===== src/rtl/invaders_pkg.sv =====
// Shared types, colours and BCD helpers for the invaders game-control core.
package invaders_pkg;

   typedef enum logic [1:0] {
      ATTRACT   = 2'd0,
      PLAY      = 2'd1,
      HIT       = 2'd2,
      GAME_OVER = 2'd3
   } game_state_t;

   localparam logic [11:0] COL_BLACK  = 12'h000;
   localparam logic [11:0] COL_LASER  = 12'hF00;
   localparam logic [11:0] COL_CANNON = 12'h0F0;
   localparam logic [11:0] COL_BOMB   = 12'hFF0;
   localparam logic [11:0] COL_ALIEN  = 12'h00F;

   // Converts a small binary value (0..63) into two packed BCD digits {tens, units}.
   function automatic logic [7:0] bin_to_bcd2(input logic [5:0] value);
      logic [3:0] tens;
      logic [3:0] units;
      tens  = 4'(value / 6'd10);
      units = 4'(value % 6'd10);
      return {tens, units};
   endfunction

   // One BCD digit add with carry; returns {carry_out, digit}.
   function automatic logic [4:0] bcd_digit_add(input logic [3:0] a, input logic [3:0] b,
                                                input logic cin);
      logic [4:0] raw;
      raw = {1'b0, a} + {1'b0, b} + {4'd0, cin};
      if (raw > 5'd9) begin
         return {1'b1, 4'(raw - 5'd10)};
      end
      return {1'b0, raw[3:0]};
   endfunction

endpackage


===== src/rtl/invaders_game_ctrl_bcd_score_counter.sv =====
// Multi-digit BCD score register: ripple-carry add of a two-digit BCD amount, saturating at all nines.
module bcd_score_counter
   import invaders_pkg::*;
#(
   parameter int DIGITS = 4
) (
   input  logic                  clk,
   input  logic                  rst_n,
   input  logic                  clear,
   input  logic                  add_en,
   input  logic [7:0]            add_bcd,
   output logic [4*DIGITS-1:0]   score
);

   // The adder is at least two digits wide so the tens digit of the addend always has a home.
   localparam int W  = (DIGITS < 2) ? 2 : DIGITS;
   localparam int EW = 4 * W;

   logic [4*DIGITS-1:0] score_q;
   logic [4*DIGITS-1:0] sum;
   logic [EW-1:0]       score_ext;
   logic [EW-1:0]       add_ext;
   logic [EW-1:0]       sum_ext;
   logic [4:0]          digit_res;
   logic                carry;
   logic                overflow;

   // Any carry out of the top digit, or a nonzero digit above the score width, pins the score at 9s.
   always_comb begin
      score_ext = EW'(score_q);
      add_ext   = EW'(add_bcd);
      sum_ext   = '0;
      digit_res = '0;
      carry     = 1'b0;
      for (int d = 0; d < W; d++) begin
         digit_res            = bcd_digit_add(score_ext[4*d +: 4], add_ext[4*d +: 4], carry);
         sum_ext[4*d +: 4]    = digit_res[3:0];
         carry                = digit_res[4];
      end
      overflow = carry;
      for (int d = DIGITS; d < W; d++) begin
         overflow = overflow | (sum_ext[4*d +: 4] != 4'd0);
      end
      sum = overflow ? {DIGITS{4'h9}} : sum_ext[4*DIGITS-1:0];
   end

   always_ff @(posedge clk or negedge rst_n) begin
      if (!rst_n) begin
         score_q <= '0;
      end else if (clear) begin
         score_q <= '0;
      end else if (add_en) begin
         score_q <= sum;
      end
   end

   assign score = score_q;

endmodule


===== src/rtl/invaders_game_ctrl.sv =====
// Invaders game-control core: frame-latched collisions, score/lives/wave keeping,
// game state machine and registered RGB compositor on the pixel clock.
module invaders_game_ctrl
   import invaders_pkg::*;
#(
   parameter int NUM_LASERS     = 1,
   parameter int SCORE_DIGITS   = 4,
   parameter int POINTS_PER_HIT = 1,
   parameter int START_LIVES    = 3,
   parameter int HIT_FRAMES     = 60,
   parameter int OVER_FRAMES    = 120,
   parameter bit VS_ACTIVE_HIGH = 1'b0
) (
   input  logic                      clk,
   input  logic                      rst_n,
   input  logic                      hsync,
   input  logic                      vsync,
   input  logic                      display_on,
   input  logic                      start,
   input  logic [NUM_LASERS-1:0]     laser_gfx,
   input  logic                      alien_gfx,
   input  logic                      cannon_gfx,
   input  logic                      bomb_gfx,
   input  logic [5:0]                aliens_left,
   output logic [NUM_LASERS-1:0]     hit_alien,
   output logic                      cannon_hit,
   output logic [1:0]                game_state,
   output logic [4*SCORE_DIGITS-1:0] score_bcd,
   output logic [2:0]                lives,
   output logic [3:0]                wave,
   output logic                      frame_tick,
   output logic [3:0]                vga_r,
   output logic [3:0]                vga_g,
   output logic [3:0]                vga_b,
   output logic                      vga_hs,
   output logic                      vga_vs
);

   localparam int FRAME_MAX = (HIT_FRAMES > OVER_FRAMES) ? HIT_FRAMES : OVER_FRAMES;
   localparam int FC_RAW    = $clog2(FRAME_MAX + 1);
   localparam int FC_W      = (FC_RAW < 4) ? 4 : FC_RAW;

   game_state_t           state;
   game_state_t           next_state;
   logic [2:0]            next_lives;
   logic [3:0]            next_wave;
   logic [FC_W-1:0]       frame_cnt;
   logic [FC_W-1:0]       next_frame_cnt;
   logic                  score_clear;
   logic                  life_lost;
   logic                  vs_active;
   logic                  vs_q;
   logic                  start_q;
   logic                  start_rise;
   logic [NUM_LASERS-1:0] laser_set;
   logic [NUM_LASERS-1:0] laser_flag;
   logic                  cannon_set;
   logic                  cannon_flag;
   logic [2:0]            hit_count;
   logic [5:0]            points;
   logic                  score_add_en;
   logic                  cannon_visible;
   logic [11:0]           pixel_colour;

   assign vs_active  = VS_ACTIVE_HIGH ? vsync : ~vsync;
   assign start_rise = start & ~start_q;
   assign laser_set  = laser_gfx & {NUM_LASERS{display_on & alien_gfx}};
   assign cannon_set = display_on & bomb_gfx & cannon_gfx;

   always_comb begin
      hit_count = '0;
      for (int i = 0; i < NUM_LASERS; i++) begin
         hit_count = hit_count + {2'b00, laser_flag[i]};
      end
   end

   assign points       = 6'(POINTS_PER_HIT) * {3'b000, hit_count};
   assign score_add_en = frame_tick & ((state == PLAY) | (state == HIT));

   bcd_score_counter #(
      .DIGITS (SCORE_DIGITS)
   ) u_score (
      .clk     (clk),
      .rst_n   (rst_n),
      .clear   (score_clear),
      .add_en  (score_add_en),
      .add_bcd (bin_to_bcd2(points)),
      .score   (score_bcd)
   );

   // A collision on the tick cycle itself belongs to the frame that is just starting.
   always_ff @(posedge clk or negedge rst_n) begin
      if (!rst_n) begin
         vs_q        <= 1'b1;
         frame_tick  <= 1'b0;
         start_q     <= 1'b0;
         laser_flag  <= '0;
         cannon_flag <= 1'b0;
         hit_alien   <= '0;
      end else begin
         vs_q       <= vs_active;
         frame_tick <= vs_active & ~vs_q;
         start_q    <= start;
         if (frame_tick) begin
            hit_alien   <= laser_flag;
            laser_flag  <= laser_set;
            cannon_flag <= cannon_set;
         end else begin
            laser_flag  <= laser_flag | laser_set;
            cannon_flag <= cannon_flag | cannon_set;
         end
      end
   end

   always_ff @(posedge clk or negedge rst_n) begin
      if (!rst_n) begin
         state      <= ATTRACT;
         lives      <= 3'd0;
         wave       <= 4'd0;
         frame_cnt  <= '0;
         cannon_hit <= 1'b0;
      end else begin
         state      <= next_state;
         lives      <= next_lives;
         wave       <= next_wave;
         frame_cnt  <= next_frame_cnt;
         cannon_hit <= life_lost;
      end
   end

   // Only start acts off-tick; a cannon hit and a cleared wave on the same tick both take effect.
   always_comb begin
      next_state     = state;
      next_lives     = lives;
      next_wave      = wave;
      next_frame_cnt = frame_cnt;
      score_clear    = 1'b0;
      life_lost      = 1'b0;
      case (state)
         ATTRACT: begin
            if (start_rise) begin
               next_state  = PLAY;
               next_lives  = 3'(START_LIVES);
               next_wave   = 4'd1;
               score_clear = 1'b1;
            end
         end
         PLAY: begin
            if (frame_tick) begin
               if ((aliens_left == 6'd0) && (wave != 4'd15)) begin
                  next_wave = wave + 4'd1;
               end
               if (cannon_flag) begin
                  next_state     = HIT;
                  next_lives     = (lives != 3'd0) ? lives - 3'd1 : 3'd0;
                  next_frame_cnt = '0;
                  life_lost      = 1'b1;
               end
            end
         end
         HIT: begin
            if (frame_tick) begin
               if (frame_cnt == FC_W'(HIT_FRAMES - 1)) begin
                  next_state     = (lives == 3'd0) ? GAME_OVER : PLAY;
                  next_frame_cnt = '0;
               end else begin
                  next_frame_cnt = frame_cnt + 1'b1;
               end
            end
         end
         GAME_OVER: begin
            if (frame_tick) begin
               if (frame_cnt == FC_W'(OVER_FRAMES - 1)) begin
                  next_state     = ATTRACT;
                  next_frame_cnt = '0;
               end else begin
                  next_frame_cnt = frame_cnt + 1'b1;
               end
            end
         end
         default: next_state = ATTRACT;
      endcase
   end

   assign game_state = state;

   // The cannon blinks while invulnerable: hidden whenever bit 3 of the frame counter is set.
   assign cannon_visible = cannon_gfx &
                           ((state == PLAY) | ((state == HIT) & ~frame_cnt[3]));

   always_comb begin
      pixel_colour = COL_BLACK;
      if (display_on) begin
         if (|laser_gfx) begin
            pixel_colour = COL_LASER;
         end else if (cannon_visible) begin
            pixel_colour = COL_CANNON;
         end else if (bomb_gfx) begin
            pixel_colour = COL_BOMB;
         end else if (alien_gfx) begin
            pixel_colour = COL_ALIEN;
         end
      end
   end

   always_ff @(posedge clk or negedge rst_n) begin
      if (!rst_n) begin
         vga_r  <= 4'd0;
         vga_g  <= 4'd0;
         vga_b  <= 4'd0;
         vga_hs <= 1'b0;
         vga_vs <= 1'b0;
      end else begin
         {vga_r, vga_g, vga_b} <= pixel_colour;
         vga_hs                <= hsync;
         vga_vs                <= vsync;
      end
   end

endmodule


===== config.mk =====
export PLATFORM = sky130hd
export DESIGN_NAME = invaders_game_ctrl
export DESIGN_NICKNAME = d
export VERILOG_FILES = /design/src/rtl/invaders_pkg.sv /design/src/rtl/invaders_game_ctrl_bcd_score_counter.sv /design/src/rtl/invaders_game_ctrl.sv
export SDC_FILE = /design/constraint.sdc
export NUM_CORES = 1
export LEC_CHECK = 0
export BUFFER_PORTS_ARGS = -buffer_cell sky130_fd_sc_hd__buf_2
export CORE_ASPECT_RATIO = 1.75
export CORE_MARGIN = 4
export CORE_UTILIZATION = 54
export CTS_BUF_LIST = sky130_fd_sc_hd__clkbuf_8 sky130_fd_sc_hd__clkbuf_16
export CTS_CLUSTER_SIZE = 24
export DETAILED_ROUTE_END_ITERATION = 8
export GPL_ROUTABILITY_DRIVEN = 0
export PLACE_DENSITY = 0.9
export SLEW_MARGIN = 10
export SYNTH_ARGS = -nofsm -noshare
export SYNTH_HDL_FRONTEND = slang
export SYNTH_SLANG_ARGS = --single-unit

===== constraint.sdc =====
create_clock -name clk -period 7.1 [get_ports clk]
set_clock_uncertainty 0.1 [all_clocks]
set_input_delay 1.42 -clock clk [delete_from_list [all_inputs] [get_ports clk]]
set_output_delay 1.42 -clock clk [all_outputs]
set_load 0.05 [all_outputs]

* Word level (Yosys, flattened, before mapping)
Cells that the tools add are included.
Widths: inputs -> output; s select.
** Storage, ports and cells
- Output and inout port bits :: 42
- ROM bits :: 0
- RAM bits :: 0
- Register bits after elaboration :: 53
- Memories :: 0
- Bits in latches :: 0
** Cells by class
- Add/subtract/negate cells :: 12
- Div/mod/pow operators :: 2
- Bitwise logic cells :: 17
- Muxes and demuxes :: 52
- Magnitude comparators :: 4
- Reductions and logical operators :: 12
- Shift operators :: 0
- Multipliers :: 0
- Equal/unequal tests :: 14
** Operators with widths (count)
- $mux 12 :: 4
- $mux 16 :: 3
- $mux 7 :: 6
- $mux 5 :: 8
- $pmux 7 s3 :: 1
- $gt 5x4->1 const B :: 4
- $mux 2 :: 8
- $mux 4 :: 4
- $sub 4x4->4 const B :: 4
- $mux 3 :: 4
- $ne 2x2->1 const B :: 6
- $mux 1 :: 11
- $add 4x1->5 :: 2
- $add 4x4->5 :: 2
- $and 1x1->1 :: 9
- $pmux 2 s4 :: 1
- $pmux 4 s2 :: 1
- $reduce_and 4->1 :: 2
- $add 7x1->7 const B :: 1
- $eq 7x6->1 const B :: 1
- $eq 7x7->1 const B :: 1
- $reduce_and 7->1 :: 1
- $div 1x4->6 const B :: 1
- $logic_not 6->1 :: 1
- other kinds (17) :: 27

* Logic depth before layout (Yosys ltp)
- Depth in word-level cells :: 20
- Depth in mapped cells :: 23

* Cells and area by module
A second synthesis with hierarchy kept.
** Second synthesis, totals
- Cell total of the unflattened synthesis :: 325
- Area total of the unflattened synthesis :: 3066.7 µm²
** Modules (own cells, without submodules)
- invaders_game_ctrl :: cells each 157, area each 1639.1 µm², times used 1
- bcd_score_counter :: cells each 168, area each 1427.6 µm², times used 1

* Least setup slack after synthesis
OpenSTA, ideal clock, no wires.
- Path kind :: register to register
- Start :: reg u_score.score_q[0], in the netlist u_score.score[0]
- End :: reg u_score.score_q[10], in the netlist u_score.score[10]
- Slack :: 1.765 ns
- Data required time :: 6.874 ns
- Library setup time :: 0.126 ns
- Path buffers :: 1
- Period minus slack after synthesis :: 5.335 ns
- Arrival time :: 5.109 ns
- Cell stages (with the launch flop) :: 22
- Cells stage by stage :: dfrtp_1 -> ha_1 -> ha_1 -> o22a_1 -> o22a_1 -> ha_1 -> ha_1 -> nand2b_1 -> a41oi_1 -> nor2_1 -> ha_1 -> ha_1 -> o22a_1 -> o22a_1 -> ha_1 -> ha_1 -> nor2_1 -> o21ai_1 -> a21oi_2 -> buf_2 -> and4bb_1 -> a221o_1
** On the way
- Longest elaborated chain between the ends :: 19
- Elaborated cells between the ends (all ways) :: 21
- Classes of those cells :: add/sub (5); order compare (4); mux (12)
** Ends and longest elaborated chain
- start: declaration :: RTL line invaders_game_ctrl_bcd_score_counter.sv:19 : logic [4*DIGITS-1:0] score_q;
- start signal: assignment :: RTL line invaders_game_ctrl_bcd_score_counter.sv:53 : score_q <= sum;
- $add 4x4->5 * :: RTL line invaders_pkg.sv:30 : raw = {1'b0, a} + {1'b0, b} + {4'd0, cin};
- $gt 5x4->1 * :: RTL line invaders_pkg.sv:31 : if (raw > 5'd9) begin
- $mux 1 * :: RTL line invaders_pkg.sv:31
- $mux 5 * :: RTL line invaders_pkg.sv:34 : return {1'b0, raw[3:0]};
- $add 5x1->5 * :: RTL line invaders_pkg.sv:30
- $gt 5x4->1 * :: RTL line invaders_pkg.sv:31
- $mux 1 * :: RTL line invaders_pkg.sv:31
- $mux 5 * :: RTL line invaders_pkg.sv:34
- (+3 left out)
- $mux 5 * :: RTL line invaders_pkg.sv:34
- $add 4x1->5 :: RTL line invaders_pkg.sv:30
- $gt 5x4->1 :: RTL line invaders_pkg.sv:31
- $mux 1 :: RTL line invaders_pkg.sv:31
- $mux 5 :: RTL line invaders_pkg.sv:34
- $mux 16 * :: RTL line invaders_game_ctrl_bcd_score_counter.sv:44 : sum = overflow ? {DIGITS{4'h9}} : sum_ext[4*DIGITS-1:0];
- $mux 16 * :: RTL line invaders_game_ctrl_bcd_score_counter.sv:52 : end else if (add_en) begin
- $mux 16 * :: RTL line invaders_game_ctrl_bcd_score_counter.sv:50 : end else if (clear) begin
Every way passes the cells marked *; elsewhere a longest branch is shown, timed or not. The select of a mux whose other input is x is not followed.
A chain may end at the register's enable or synchronous reset.

* Final worst setup path
- Start :: reg u_score.score_q[0], in the netlist u_score.score[0]
- End :: reg u_score.score_q[2], in the netlist u_score.score[2]
** On the way
- Longest elaborated chain between the ends :: 19
- Elaborated cells between the ends (all ways) :: 21
- Classes of those cells :: add/sub (5); order compare (4); mux (12)
** Ends and longest elaborated chain (RTL line)
- $add 4x4->5 * :: invaders_pkg.sv:30
- $gt 5x4->1 :: invaders_pkg.sv:31
- $mux 1 :: invaders_pkg.sv:31
- $mux 5 * :: invaders_pkg.sv:34
- $add 5x1->5 :: invaders_pkg.sv:30
- $gt 5x4->1 :: invaders_pkg.sv:31
- $mux 1 :: invaders_pkg.sv:31
- $mux 5 :: invaders_pkg.sv:34
- (+3 left out)
- $mux 5 :: invaders_pkg.sv:34
- $add 4x1->5 :: invaders_pkg.sv:30
- $gt 5x4->1 :: invaders_pkg.sv:31
- $mux 1 :: invaders_pkg.sv:31
- $mux 5 :: invaders_pkg.sv:34
- $mux 16 * :: invaders_game_ctrl_bcd_score_counter.sv:44
- $mux 16 * :: invaders_game_ctrl_bcd_score_counter.sv:52
- $mux 16 * :: invaders_game_ctrl_bcd_score_counter.sv:50
Marks and branches as above.

==> summary.txt <==
Critical path
  – Critical-path maximum fanout: 12
  – CP peak stage delay: 0.42 ns
  – Cell mode on critical path: ha_1
  – Setup Crit Path Kind: reg2reg
  – Critical path startpoint category: flip-flop
  – Setup crit end kind: flip-flop
  – Critical path's slowest cell: a21oi_2
  – CP required: ~7.2 ns
  – Worst Path Arrival: 5.72 ns
  – Top cell family by delay on the critical path: adder cells
  – Crit path buf inv count: 0
  – Crit-path cells: ha_1, ha_1, o22a_1, o22a_1, ha_1, ha_1, nand2b_1, a41oi_1, nor2_1, ha_1, ha_1, o22a_1, o22a_1, ha_1, ha_1, nor2b_1, o21bai_1, a21oi_2, nor4bb_1, a221o_1

Logic synthesis
  – Post-synthesis xor/xnor area fraction: 0.03305
  – Combinational family with the most area after synthesis: simple AND/OR/NAND/NOR gates
  – Dominant synthesized flop cell: dfrtp_1
  – Post-synth cell types: 56
  – Synth Instances: 279
  – Syn Area/Cell: 9.498 um^2
  – Synth Area in Compound Gates: 0.1733
  – Post-Syn Area: approximately 0.0027 mm^2
  – Post-synth ARST share: 1.000
  – Mapped Nets: 312
  – FF+latch count, synth: 44
  – Post-synth EDFFs: 0
  – Yosys warnings: 0
  – Mux share of post-synthesis cell area: 0.02408
  – Sequential fraction of the synthesis area: 0.4160
  – Simple-gate share of the synthesized area: 0.2148
  – Adder-Cell Fraction of Synth Area: 0.08026

GRT
  – GR Overflow Total: 0
  – Vias in the first global route: 2,286
  – Antenna violations before repair: 0
  – First-pass GRT wire length: 9846 um
  – All-layer global routing usage: 0.2093
  – Largest net degree at the start of global routing: between 40 and 50

Cells and area
  – Antenna Cells: 0
  – Layout Utilization: 0.6414
  – Area Overhead vs Synth: 13.93%
  – Share of post-route cells with drive strength above 1: 0.2355
  – Non-Filler Instances: 379
  – Design Area, Final: 0.003019 mm^2
  – Nets: about 360

Pwr
  – Maximum VDD drop: roughly 0.15 mV
  – Pwr Density: 181.6 mW/mm^2
  – Leakage: 1.508 nW
  – Power Total: 0.5483 mW

Clock tree
  – Clk slew on worst S/H paths: approximately 0.09 ns
  – CTS Buf Count: 5
  – PostCTS Resize Cnt: 0
  – Worst-Skew Late Latency: 0.30 ns
  – Clk sinks: 44
  – Clock Tree Buf Depth: 2
  – Post-CTS setup repair buffer count: 0
  – CTS H-tree lvls: 2
  – CTS root buf: clkbuf_8
  – Hold-fix buffers, CTS: 0
  – CTS tree: yes

Placed design
  – IO Port Bufs: 57
  – Placement Cell Area: 0.002898 mm^2
  – DP HPWL: 4363 um
  – Placed cell count: between 300 and 400
  – Pre-CTS setup slack: between 1.5 and 2 ns

Floorplanning
  – Core region area: 0.004707 mm^2
  – Die height: 100.7 um
  – Die ar.: 0.006136 mm^2
  – Starting Density: 0.5630
  – # IOs: a little under 60
  – Row cnt: 33
  – Die width: 60.96 um

Routing
  – Avg WL per Cell: 15.04 um
  – Remaining antenna violation count: 0
  – DR vias/cell: between 5 and 6
  – DRT met1 WL: around 2200 um
  – DR top layer: met4
  – Routed WL: ~5700 um
  – Post-route DRC: 0
  – Vias: approximately 2,200
  – Drt first pass iters: 4
  – Initial DRC count: 85
  – WL met3: about 200 um
  – WL met2: 3160 um

Worst hold path
  – Worst Hold Class: reg2reg

STA
  – Worst-margin pin slew: around 1.2 ns
  – Hold Vio Cnt, Final: 0
  – Max Fclk: roughly 0.18 GHz
  – Worst setup margin: roughly 1.5 ns
  – Post-Route Setup TNS: 0 ns
  – Slew Viols, Final: 0
  – Max transition margin: 0.2230
  – Final worst path period share: 0.7847
  – Crit path time final: 5.572 ns
  – Unrepaired setup endpoints after global routing: false
  – Hold slack: 0.3762 ns
  – Setup Viol. Count Final: 0

Run
  – MaxCap Viol Count: 0

Outcome
  – Status: completed
sequential cells by signal (all words and copies together), names as in the netlist, 2 cells and up:
register	flops
u_score.score	16
frame_cnt	7
wave	4
lives	3
game_state	2
per-layer routing:
metal / track usage / vias up
li1: - / 1084
met1: 0.2239 / 1047
met2: 0.3776 / 53
met3: 0.03718 / 14
met4: 0.1002 / 0
met5: 0 / -
where the power goes:
part	internal, mW	switching [mW]
Combinational	0.0218	0.0400
Clock	0.115	0.0888
Sequential	0.266	0.0169
Total	0.403	0.146
Yosys cell counts, types with 3 or more instances:
cell	instances	area [um^2]
dfrtp_1	43	1076
nand2_1	30	112.6
ha_1	17	212.7
o21ai_1	17	85.08
nand3_1	15	75.07
inv_1	12	45.04
nor2_1	10	37.54
a21oi_1	9	45.04
a22o_1	9	78.83
buf_4	9	67.56
o21ai_0	9	45.04
nor2b_1	8	50.05
xnor2_1	6	52.55
and3_1	5	31.28
nand2b_1	5	31.28
clkbuf_1	4	15.01
nor3_1	4	20.02
o22a_1	4	35.03
xor2_1	4	35.03
a221o_1	3	30.03
a311oi_1	3	26.28
and2_1	3	18.77
buf_2	3	15.01
mux2i_1	3	30.03
area by class of cell:
cell class                 count  area (um^2)
fill                         398         1688
multi-input combinational    204         1393
sequential                    44         1102
timing repair buffer          57        285.3
clock buffer                   6        82.58
tap                           52        65.06
inverter                      14        52.55
clock inverter                 2        38.79
cells by family after synthesis:
logic type / Yosys count
flip-flops: 44
adder cells (fa/ha/maj): 17
AND/OR/NAND/NOR: 103
XOR/XNOR: 10
buffers and inverters: 31
multiplexers: 6
AO/OA/AOI/OAI: 68
path summary, 6_finish.rpt:
path	start	end	slack (ns)	cells after the start
max reg2reg	u_score.score[0]	u_score.score[2]	1.53	20
max in group asynchronous	rst_n	lives[1]	5.15	1
min	vs_q	frame_tick	0.38	1
max	u_score.score[0]	u_score.score[2]	1.53	20
min reg2reg	vs_q	frame_tick	0.38	1
min in group asynchronous	rst_n	u_score.score[3]	1.15	1
cell usage in the layout, fill, tap and decap left out, drive strengths merged, types with 3 or more instances in the layout:
cell | Yosys | layout
a21oi | 11 | 11
a221o | 3 | 3
a22o | 9 | 9
a311oi | 3 | 3
and2 | 3 | 3
and3 | 5 | 5
buf | 12 | 57
clkbuf | 5 | 6
dfrtp | 43 | 43
ha | 17 | 17
inv | 14 | 14
mux2 | 3 | 3
mux2i | 3 | 3
nand2 | 30 | 30
nand2b | 5 | 5
nand3 | 15 | 15
nor2 | 11 | 11
nor2b | 8 | 8
nor3 | 5 | 5
o21ai | 27 | 27
o22a | 4 | 4
xnor2 | 6 | 6
xor2 | 4 | 4
No activity file was read; power rests on OpenSTA's default activity.
